## src/rtl/xge_rx_pkt_drain.sv

```systemverilog
// Drains frames from the xge_mac pkt_rx interface, measures length, checks framing
// and publishes a one-cycle per-packet status record plus saturating counters.
module xge_rx_pkt_drain #(
  parameter int unsigned MAX_BYTES = 9600,
  parameter int unsigned TIMEOUT   = 255,
  parameter int unsigned CNT_W     = 32
) (
  input  logic             clk_156m25,
  input  logic             reset_156m25_n,
  input  logic             enable,
  input  logic             stat_clr,
  input  logic             pkt_rx_avail,
  output logic             pkt_rx_ren,
  input  logic [63:0]      pkt_rx_data,
  input  logic             pkt_rx_val,
  input  logic             pkt_rx_sop,
  input  logic             pkt_rx_eop,
  input  logic [2:0]       pkt_rx_mod,
  input  logic             pkt_rx_err,
  output logic             busy,
  output logic             stat_done,
  output logic [15:0]      stat_len,
  output logic [3:0]       stat_flags,
  output logic [63:0]      stat_first_word,
  output logic [CNT_W-1:0] pkt_cnt,
  output logic [CNT_W-1:0] err_cnt
);

  localparam int unsigned LEN_W  = 16;
  localparam int unsigned IDLE_W = $clog2(TIMEOUT + 1);

  localparam logic [1:0] S_IDLE = 2'd0;
  localparam logic [1:0] S_READ = 2'd1;
  localparam logic [1:0] S_DONE = 2'd2;

  logic [1:0]        state, state_d;
  logic [LEN_W-1:0]  len_q, len_d;
  logic [3:0]        flags_q, flags_d;
  logic              seen_q, seen_d;
  logic [IDLE_W-1:0] idle_q, idle_d;
  logic [63:0]       fw_q, fw_d;
  logic              publish;

  logic [3:0]        byte_add;
  logic [LEN_W:0]    len_sum;
  logic [LEN_W-1:0]  len_sat;
  logic [IDLE_W-1:0] idle_inc;

  // Per-word byte count and saturating length
  always_comb begin
    byte_add = (pkt_rx_eop && (pkt_rx_mod != 3'd0)) ? {1'b0, pkt_rx_mod} : 4'd8;
    len_sum  = {1'b0, len_q} + 17'(byte_add);
    len_sat  = len_sum[LEN_W] ? 16'hFFFF : len_sum[LEN_W-1:0];
    idle_inc = idle_q + IDLE_W'(1);
  end

  // Next-state and working-register update
  always_comb begin
    state_d    = state;
    len_d      = len_q;
    flags_d    = flags_q;
    seen_d     = seen_q;
    idle_d     = idle_q;
    fw_d       = fw_q;
    pkt_rx_ren = 1'b0;
    publish    = 1'b0;
    case (state)
      S_IDLE: begin
        if (enable && pkt_rx_avail) begin
          state_d = S_READ;
          len_d   = '0;
          flags_d = '0;
          seen_d  = 1'b0;
          idle_d  = '0;
        end
      end
      S_READ: begin
        pkt_rx_ren = 1'b1;
        if (pkt_rx_val) begin
          idle_d = '0;
          len_d  = len_sat;
          seen_d = 1'b1;
          if (!seen_q) begin
            fw_d = pkt_rx_data;
            if (!pkt_rx_sop) flags_d[1] = 1'b1;
          end else if (pkt_rx_sop) begin
            flags_d[1] = 1'b1;
          end
          if (pkt_rx_err) flags_d[0] = 1'b1;
          if (32'(len_sat) > MAX_BYTES) flags_d[2] = 1'b1;
          if (pkt_rx_eop) begin
            pkt_rx_ren = 1'b0;
            state_d    = S_DONE;
            publish    = 1'b1;
          end
        end else begin
          idle_d = idle_inc;
          // TIMEOUT consecutive idle READ cycles abort the packet in this cycle
          if (32'(idle_inc) == TIMEOUT) begin
            flags_d[3] = 1'b1;
            pkt_rx_ren = 1'b0;
            state_d    = S_DONE;
            publish    = 1'b1;
          end
        end
      end
      S_DONE:  state_d = S_IDLE;
      default: state_d = S_IDLE;
    endcase
  end

  // State, working registers, status record and counters
  always_ff @(posedge clk_156m25 or negedge reset_156m25_n) begin
    if (!reset_156m25_n) begin
      state           <= S_IDLE;
      len_q           <= '0;
      flags_q         <= '0;
      seen_q          <= 1'b0;
      idle_q          <= '0;
      fw_q            <= '0;
      busy            <= 1'b0;
      stat_done       <= 1'b0;
      stat_len        <= '0;
      stat_flags      <= '0;
      stat_first_word <= '0;
      pkt_cnt         <= '0;
      err_cnt         <= '0;
    end else begin
      state     <= state_d;
      len_q     <= len_d;
      flags_q   <= flags_d;
      seen_q    <= seen_d;
      idle_q    <= idle_d;
      fw_q      <= fw_d;
      busy      <= (state_d != S_IDLE);
      stat_done <= publish;
      if (publish) begin
        stat_len        <= len_d;
        stat_flags      <= flags_d;
        stat_first_word <= fw_d;
      end
      if (stat_clr) begin
        pkt_cnt <= '0;
        err_cnt <= '0;
      end else if (publish) begin
        if (pkt_cnt != '1) pkt_cnt <= pkt_cnt + CNT_W'(1);
        if ((flags_d != 4'd0) && (err_cnt != '1)) err_cnt <= err_cnt + CNT_W'(1);
      end
    end
  end

endmodule

```

## config.mk

```make
export PLATFORM = sky130hd
export DESIGN_NAME = xge_rx_pkt_drain
export DESIGN_NICKNAME = d
export VERILOG_FILES = /design/src/rtl/xge_rx_pkt_drain.sv
export SDC_FILE = /design/constraint.sdc
export NUM_CORES = 1
export LEC_CHECK = 0
export CAP_MARGIN = 10
export CORE_AREA = 2 2 171 173
export DETAILED_ROUTE_END_ITERATION = 6
export DIE_AREA = 0 0 173 175
export PLACE_DENSITY_LB_ADDON = 0.08
export SLEW_MARGIN = 20
export SYNTH_ARGS = -nofsm -noshare
export SYNTH_HDL_FRONTEND = slang
export SYNTH_SLANG_ARGS = --single-unit
```

## constraint.sdc

```tcl
create_clock -name clk_156m25 -period 4.5 [get_ports clk_156m25]
set_input_delay 0.675 -clock clk_156m25 [delete_from_list [all_inputs] [get_ports clk_156m25]]
set_output_delay 0.675 -clock clk_156m25 [all_outputs]
set_load 0.03 [all_outputs]
```

==> results of run 1 <==
## flip-flops by register name, indices dropped and copies added, names as in the netlist
name / cells
len_q: 16
err_cnt: 32
flags_q: 4
seen_q: 1
state: 2
stat_len: 16
stat_done: 1
pkt_cnt: 32
busy: 1
stat_flags: 4
stat_first_word: 64
fw_q: 64
idle_q: 8
## cell families after synthesis
family          after synthesis
compound gates              148
buf+inv                      65
xor+xnor                     42
fa+ha+maj                     9
mux                         145
flops                       245
simple gates                279
## cell usage after synthesis (3+ instances only)
| library cell | instances | area share (%) |
|---|---|---|
| dfrtp_1 | 245 | 56 |
| mux2_2 | 141 | 15 |
| nand2_1 | 79 | 2.7 |
| o21ai_0 | 52 | 2.4 |
| nor2_1 | 51 | 1.8 |
| a21oi_1 | 42 | 1.9 |
| nand3_1 | 31 | 1.4 |
| xor2_1 | 31 | 2.5 |
| clkbuf_1 | 27 | 0.93 |
| nand4_1 | 20 | 1.1 |
| inv_1 | 18 | 0.62 |
| or3_1 | 18 | 1.0 |
| and3_1 | 17 | 0.97 |
| o31ai_1 | 17 | 1.2 |
| or4_1 | 14 | 0.96 |
| xnor2_1 | 11 | 0.88 |
| nor3_1 | 10 | 0.46 |
| buf_1 | 9 | 0.31 |
| and2_1 | 8 | 0.46 |
| ha_1 | 8 | 0.92 |
| and4_1 | 7 | 0.56 |
| a31oi_1 | 6 | 0.34 |
| buf_6 | 5 | 0.52 |
| a21o_1 | 4 | 0.27 |
| a22o_1 | 4 | 0.32 |
| mux2i_1 | 4 | 0.37 |
| nor4_1 | 4 | 0.23 |
| buf_2 | 3 | 0.14 |
| nand2b_1 | 3 | 0.17 |
| o211ai_1 | 3 | 0.21 |
## final timing paths
check | start | endpoint | slack (ns) | depth (start not counted)
setup / recovery | pkt_rx_mod[0] | err_cnt[1]$_DFFE_PN0P_ | 0.57 | 14
min in group clk_156m25 | stat_flags[3]$_DFFE_PN0P_ | stat_flags[3]$_DFFE_PN0P_ | 0.48 | 2
setup reg to reg | len_q[0]$_DFF_PN0_ | err_cnt[1]$_DFFE_PN0P_ | 0.87 | 12
hold reg to reg | stat_flags[3]$_DFFE_PN0P_ | stat_flags[3]$_DFFE_PN0P_ | 0.48 | 2
hold / removal | reset_156m25_n | fw_q[34]$_DFF_PN0_ | 0.17 | 1
max in group asynchronous | reset_156m25_n | fw_q[24]$_DFF_PN0_ | 3.36 | 2
## cells in the final DEF (no fill, tap or decap), types with 6 or more instances in the layout
master / n
clkdlybuf4s50_1: 224
a21oi_1: 42
xnor2_1: 11
and4_1: 7
a31oi_1: 6
nand2_1: 79
o31ai_1: 17
inv_1: 18
o21ai_0: 52
nor2_1: 50
mux2_2: 141
nor3_1: 10
xor2_1: 31
nand3_1: 31
or4_1: 14
buf_4: 15
dfrtp_1: 245
and2_1: 8
clkbuf_16: 28
ha_1: 8
and3_1: 17
or3_1: 18
nand4_1: 20
clkbuf_8: 9
## through the flow
step	setup WS [ns]	power (W)	hold slack (ns)
2_1_floorplan	0.626	0.00469	0.379
3_3_place_gp	0.113	0.00574	0.461
3_5_place_dp	0.0399	0.00577	0.469
4_1_cts	0.598	0.00808	0.217
5_1_grt	0.337	0.00840	0.255
6_report	0.566	0.00795	0.170
## layout make-up
cell class                 instances  area (um2)  share of cell area, %
sequential                       245        6130                   42.0
inverter                          19        72.6                  0.497
timing repair buffer             246        2470                   17.0
tap                              384         480                   3.29
clock buffer                      42         843                   5.78
multi-input combinational        623        4520                   31.0
clock inverter                     7        73.8                  0.506
## worst max-delay path, stage by stage
cell,delay [ns]
clkdlybuf4s50_1,0.41
and2_1,0.17
ha_1,0.21
fa_1,0.42
a211oi_2,0.53
nor4_4,0.12
and3_1,0.23
or4_4,0.54
a41oi_2,0.24
a211oi_2,0.13
nor2_4,0.12
buf_12,0.23
mux2i_1,0.21
nor2_1,0.05
## report_power, final
group / total, W / leakage (nW) / switching [W] / internal (W)
Combinational: 0.00259 / 2.54 / 0.00137 / 0.00121
Sequential: 0.00312 / 3.16 / 0.000265 / 0.00285
Clock: 0.00224 / 0.452 / 0.000901 / 0.00134
## per-layer routing
layer / track usage [%] / share of wire, % / vias up
met5: 0 / 0 / -
met3: 6.24 / 8.0 / 46
met1: 23.5 / 44 / 3950
met4: 5.33 / 2.9 / 0
met2: 28.2 / 45 / 189
li1: - / - / 3813
==> run metrics, run 1 <==
status finished, final reports clean; TritonCTS clock tree yes; first-pass GRT wire length 44.6 mm; DP Area 0.0137 mm2; Slew Viols, Final 0; via count 7998; Area Growth Syn to Fin 33.5%; DRT Wirelength 27.0 mm; Hold WC Path Type input port to asynchronous set/reset pin; antenna viol nets, final 0; post-route cell area 0.0146 mm2; Post-Synth XOR/XNOR Area 3.36%; Crit path required time 4.89 ns; setup TNS 0 ns; Seq/Total Area, Yosys 56.1%; Post-synth EDFFs 0; final cycle utilization of the critical path 87.4%; initial antenna violation count 0; #FFs+latches synth 245; Static Leak 6.15 nW; PD cells 544 mW/mm2; vias in the first global route 8274; Arr. time, crit path 4.33 ns; Final Core Density 51.4%; kind of critical path input port to flop; post-synthesis mux area share 14.9%; io pins 227; H-tree depth 1; Syn Inst Count 933; Synth Flop Type dfrtp_1; 1st-iter DRT viols 445; RSZ-0062 raised after global routing no; CP startpoint kind input port; fillers 2581; clock slew at reported path FFs 0.06 ns; DP Wirelength 18.5 mm; ANT cells 0; nets@finish 1248; fin cells 1566; Final GP Congestion 0.864; Post-CTS Setup Repair Bufs 0; Worst VDD drop 0.000406 V; Fin. Hold Viols 0; Post-CTS Resized 0; Max Freq 254 MHz; Core Area 0.0284 mm2; Clock Sinks 245; Max Cap Viol 0; final setup fails 0; Cell Area, Synth 0.0109 mm2; Skew-Pair Late Insertion Delay 0.55 ns; Mapped Nets 1018; Async S/R FF share, synth 100%; Post-Syn Area per Cell 11.7 um2; Hold-fix buffers, CTS 0; Die Wd 173 um; row cnt 62; Max Clock Skew 0.0151 ns; Synth cell types 60; CTS max path bufs 3; initial core utilization 38.5%; largest net degree at the start of global routing 110; simple-gate area share of the yosys netlist 13.5%; chip height 175 um; Tot GR Track Use 18.0%; DR WL/cell 17.2 um; DRT Pass-1 Iters 4; compound-cell area share of the yosys netlist 8.45%; vias per inst 5.11; largest family of logic cells by synthesized area multiplexers; Worst-Margin Slew 0.859 ns; min Tclk post-route 3.93 ns; Yosys warnings 0; share of cells above drive strength 1 18.9%; Setup crit end kind flop; Placed Instances 1517; Slew headroom 42.7%; Die ar. 0.0303 mm2; DRC Markers 0; PortBufs 226; Synth Area in Adders 1.10%; worst-path maximum fanout 60; gr ovfl total 0; CTS Buf Count 28; CTS root buffer clkbuf_16
No activity file was read; power rests on OpenSTA's default activity.
==> inputs of run 2 (changes only) <==
clock period = 3.53 ns   (was 4.5 ns; I/O delays follow)
==> run 2 against run 1 <==
Core utilization is 1.9 points higher. Wire length is 0.68% higher. Worst hold slack worse by 0.13 ns. First-iteration DRC count is 11% lower. Clock-buffer cell count is 8 lower. Combinational power is 32% higher. Clock power is 39% higher. Sequential power is 27% higher. Non-clock buffer count is 40 higher. Critical path depth stayed put. Total power is 32% higher. Global-route usage is 0.30 points lower. Critical endpoint is now err_cnt[13]$_DFFE_PN0P_. Largest cell class unchanged.
==> run metrics, run 2 (same netlist as run 1, synthesis figures left out) <==
Arr. time, crit path 3.89 ns; Final GP Congestion 0.840; CP Buf/Inv Count 3; share of cells above drive strength 1 22.9%; reg2reg start len_q[0]$_DFF_PN0_; Core Area 0.0284 mm2; Final Core Density 53.3%; Crit. Startpoint len_q[0]$_DFF_PN0_; Total Power 0.0105 W; CP Capture Point err_cnt[13]$_DFFE_PN0P_; DP Wirelength 18.5 mm; chip height 175 um; final setup fails 0; Fin. Hold Viols 0; most common cell after layout, fill and taps aside dfrtp_1; Slew Viols, Final 0; Area Growth Syn to Fin 38.5%; CP startpoint kind flop; worst-path maximum fanout 8; status finished, final reports clean; Die Wd 173 um; clock slew at reported path FFs 0.06 ns; CTS Buf Count 27; Worst VDD drop 0.000471 V; final cycle utilization of the critical path 97.5%; DR WL/cell 16.9 um; Largest regs fw_q (64), stat_first_word (64); Crit path depth 14; DRT Pass-1 Iters 4; min Tclk post-route 3.44 ns; first-pass GRT wire length 43.7 mm; R2R Path End err_cnt[13]$_DFFE_PN0P_; WHS 0.0435 ns; Clock Sinks 245; commonest non-fill, non-tap cells in the layout dfrtp_1, clkdlybuf4s50_1, mux2_2; Worst-Margin Slew 0.798 ns; io pins 227; Setup crit end kind flop; Tot GR Track Use 17.6%; Slew headroom 46.6%; kind of critical path flop to flop; Slowest-stage cell, CP or4_4; Hold-fix buffers, CTS 0; vias per inst 5.05; Worst path max stage delay 0.50 ns; family with the most delay on the worst path compound AO/OA/AOI/OAI gates; gr ovfl total 0; largest net degree at the start of global routing 103; CTS max path bufs 3; DRC Markers 0; vias in the first global route 8110; r2r worst-path depth 14; initial antenna violation count 1; crit-path cells ha_4, fa_2, a211oi_4, or2_4, buf_4, nor4_1, a21o_1, a31o_2, a211oi_4, nor2_4, buf_12, buf_4, or4_4, a21oi_1; Skew-Pair Late Insertion Delay 0.54 ns; initial core utilization 38.5%; Max Freq 291 MHz; via count 8127; DRT Wirelength 27.1 mm; Die ar. 0.0303 mm2; Static Leak 6.46 nW; Crit path required time 3.98 ns; Max Cap Viol 0; 1st-iter DRT viols 398; H-tree depth 1; antenna viol nets, final 0; setup slack, reg-to-reg 0.09 ns; nets@finish 1287; row cnt 62; Max Clock Skew 0.0134 ns; TritonCTS clock tree yes; CTS root buffer clkbuf_16; Hold WC Path Type input port to asynchronous set/reset pin; PD cells 694 mW/mm2; PortBufs 226
[run 2: cell count changes in the layout (fill, tap and decap cells not counted), sizes merged, moves of 2 or more]
cell           before  now
clkbuf             42   36
dlymetal6s2s        0    5
clkdlybuf4s50     224  219
bufinv              1    6
clkinvlp            1    3
buf                22   60
[run 2: how the worst min path moves through the flow]
stage | end | slack, ns | cells after the start
final | fw_q[61]$_DFF_PN0_ | 0.04 | 1
after detailed placement | stat_len[7]$_DFFE_PN0P_ | 0.47 | 2
after global routing | fw_q[61]$_DFF_PN0_ | 0.1 | 1
after CTS | idle_q[2]$_DFFE_PN0P_ | 0.07 | 1
after global placement | stat_len[14]$_DFFE_PN0P_ | 0.46 | 2
after floorplan | busy$_DFF_PN0_ | 0.23 | 0
[run 2: final cells by class]
type                    instances  area (um2)
multi-input cells             623        4600
diodes                          1        2.50
repair buffers                286        2860
flip-flops and latches        245        6130
clock buffers                  34         752
clock inverters                16         241
fillers                      2534       13300
inverters                      19        72.6
well taps                     384         480
[run 2: worst register-to-register path: stages (launching register included)]
cell	delay [ns]
dfrtp_1	0.40
ha_4	0.17
fa_2	0.36
a211oi_4	0.36
or2_4	0.20
buf_4	0.11
nor4_1	0.04
a21o_1	0.18
a31o_2	0.26
a211oi_4	0.29
nor2_4	0.07
buf_12	0.15
buf_4	0.13
or4_4	0.50
a21oi_1	0.14
[run 2: power breakdown]
part           leakage, nW  total [W]  switching [W]  internal [W]
combinational         2.82    0.00342        0.00178       0.00164
sequential            3.16    0.00397       0.000338       0.00363
clock                0.484    0.00311        0.00117       0.00195
total                 6.46     0.0105        0.00329       0.00722
[run 2: layer usage]
| layer | up-vias | track usage [%] | routed length, um |
|---|---|---|---|
| met2 | 178 | 27.6 | 12500 |
| met3 | 38 | 6.70 | 2240 |
| met1 | 4036 | 23.3 | 11900 |
| met5 | - | 0 | 0 |
| li1 | 3875 | - | - |
| met4 | 0 | 4.17 | 554 |
[run 2: repair_timing]
action	in CTS	in global routing
pin swaps	0	14
gates resized for setup	1	24
setup endpoints to repair	3	32
cloned	0	3
setup buffers	0	7
[run 2: stage by stage]
| step | setup slack [ns] | TNS (ns) | std cells | area, um2 |
|---|---|---|---|---|
| after global placement | -0.560 | -14.61 | 1547 | 13900 |
| after detailed placement | -0.582 | -15.29 | 1547 | 13900 |
| after global routing | -0.0316 | -0.0571 | 1607 | 15100 |
| after floorplan | -0.00912 | -0.00912 | 933 | 11000 |
| final | 0.0877 | 0 | 1608 | 15100 |
| after CTS | 0.00993 | 0 | 1597 | 14900 |
==> inputs of run 3 (changes only) <==
CORE_AREA = 2 2 156 158   (was 2 2 171 173)
DIE_AREA = 0 0 158 160   (was 0 0 173 175)
GPL_TIMING_DRIVEN = 1   (was default)
==> run 3 against run 2 <==
Total power fell by 1.8%. First-iteration DRC count rose by 27%. Fmax rose by 1.6%. Register-to-register slack improved by 0.11 ns. Sequential cell count did not move. Critical path depth did not move. Clock-buffer cell count rose by 6. Sequential power barely moved. Critical endpoint unchanged.
==> run metrics, run 3 (same netlist as run 1, synthesis figures left out) <==
Worst VDD drop 0.000603 V; vias per inst 5.31; DR WL/cell 17.1 um; chip height 160 um; io pins 227; 1st-iter DRT viols 507; nets@finish 1274; TritonCTS clock tree yes; Slew Viols, Final 0; Tot GR Track Use 20.8%; CTS root buffer clkbuf_16; antenna viol nets, final 0; initial core utilization 45.9%; largest net degree at the start of global routing 85; Slowest-stage cell, CP or4_1; Setup crit end kind flop; multi-input logic area 0.00463 mm2; CP startpoint kind input port; Crit path required time 3.99 ns; family with the most delay on the worst path simple AND/OR/NAND/NOR gates; H-tree depth 1; Fin. Hold Viols 0; fin cells 1530; WHS 0.333 ns; worst-path maximum fanout 8; PortBufs 226; Arr. time, crit path 3.85 ns; PD cells 693 mW/mm2; RSZ-0062 raised after global routing no; Max Freq 295 MHz; Worst path max stage delay 0.49 ns; DRC Markers 0; final setup fails 0; CTS Buf Count 28; min Tclk post-route 3.39 ns; final cycle utilization of the critical path 96.0%; kind of critical path input port to flop; CTS max path bufs 3; gr ovfl total 0; most common cell after layout, fill and taps aside dfrtp_1; via count 8128; Clock Sinks 245; Die Wd 158 um; met2 WL 12.6 mm; Core Area 0.0238 mm2; crit-path cells clkdlybuf4s50_1, o31ai_2, ha_2, o21ai_2, buf_4, nor4_4, and3_4, or4_4, a41oi_4, a211oi_4, nor2_4, buf_6, or4_1, a21oi_1; DR WL met3 2.13 mm; Final GP Congestion 0.810; Hold WC Path Type input port to flop; Static Leak 6.33 nW; initial antenna violation count 1; Largest regs fw_q (64), stat_first_word (64); CP Buf/Inv Count 3; setup TNS 0 ns; share of cells above drive strength 1 21.7%; Max Clock Skew 0.00683 ns; Slew headroom 45.1%; Skew-Pair Late Insertion Delay 0.54 ns; first-pass GRT wire length 42.7 mm; vias in the first global route 8201; status finished, final reports clean; Max Cap Viol 0; DP Wirelength 17.6 mm; Placed Instances 1479; ANT cells 0; fillers 1982; final setup margin 0.141 ns; Worst-Margin Slew 0.821 ns; DRT Wirelength 26.2 mm; pre-CTS WS -0.551 ns; Area Growth Syn to Fin 36.3%; commonest non-fill, non-tap cells in the layout dfrtp_1, clkdlybuf4s50_1, mux2_2; met1 wire length 11.1 mm; DRT Pass-1 Iters 5; clock slew at reported path FFs 0.06 ns; row cnt 57; top routing layer used met4; register area 0.00613 mm2; Die ar. 0.0253 mm2
[run 3: routing by layer]
| metal | global-route usage, % | vias up |
|---|---|---|
| met3 | 7.27 | 30 |
| met1 | 27.0 | 4036 |
| li1 | - | 3859 |
| met5 | 0.198 | - |
| met4 | 4.05 | 0 |
| met2 | 34.0 | 203 |
[run 3: area by class of cell]
cell class | instances | share of cell area, %
flip-flops and latches | 245 | 41.1
inverters | 19 | 0.487
multi-input cells | 623 | 31.1
clock buffers | 40 | 5.47
well taps | 324 | 2.72
clock inverters | 7 | 0.907
repair buffers | 272 | 18.2
[run 3: stage by stage]
step                      power (W)  utilization (%)  area (um2)
final                        0.0103             62.6       14900
after floorplan             0.00600                -       11000
after global placement      0.00733             57.9       13800
after CTS                    0.0104             61.9       14800
after detailed placement    0.00741             57.9       13800
after global routing         0.0109             62.6       14900
[run 3: report_power, final]
part           internal (W)  total, W  switching (W)  leakage, nW
clock network       0.00182   0.00294        0.00113        0.467
logic               0.00162   0.00338        0.00177         2.71
registers           0.00364   0.00399       0.000355         3.16
[run 3: worst paths after layout]
path	start	endpoint	slack, ns	depth (start not counted)
max in group asynchronous	reset_156m25_n	pkt_cnt[3]$_DFFE_PN0P_	2.17	3
setup reg to reg	len_q[0]$_DFF_PN0_	err_cnt[13]$_DFFE_PN0P_	0.20	12
hold reg to reg	stat_len[14]$_DFFE_PN0P_	stat_len[14]$_DFFE_PN0P_	0.48	2
setup / recovery	pkt_rx_mod[1]	err_cnt[13]$_DFFE_PN0P_	0.14	14
hold / removal	stat_clr	pkt_cnt[5]$_DFFE_PN0P_	0.33	2
min in group asynchronous	reset_156m25_n	fw_q[61]$_DFF_PN0_	0.50	2
[run 3: timing repair]
action | CTS | global route
endpoints found under the hold margin | 57 | 0
buffers inserted | 0 | 2
hold buffers | 1 | 0
gates resized for setup | 0 | 24
endpoints found under the setup margin | 0 | 29
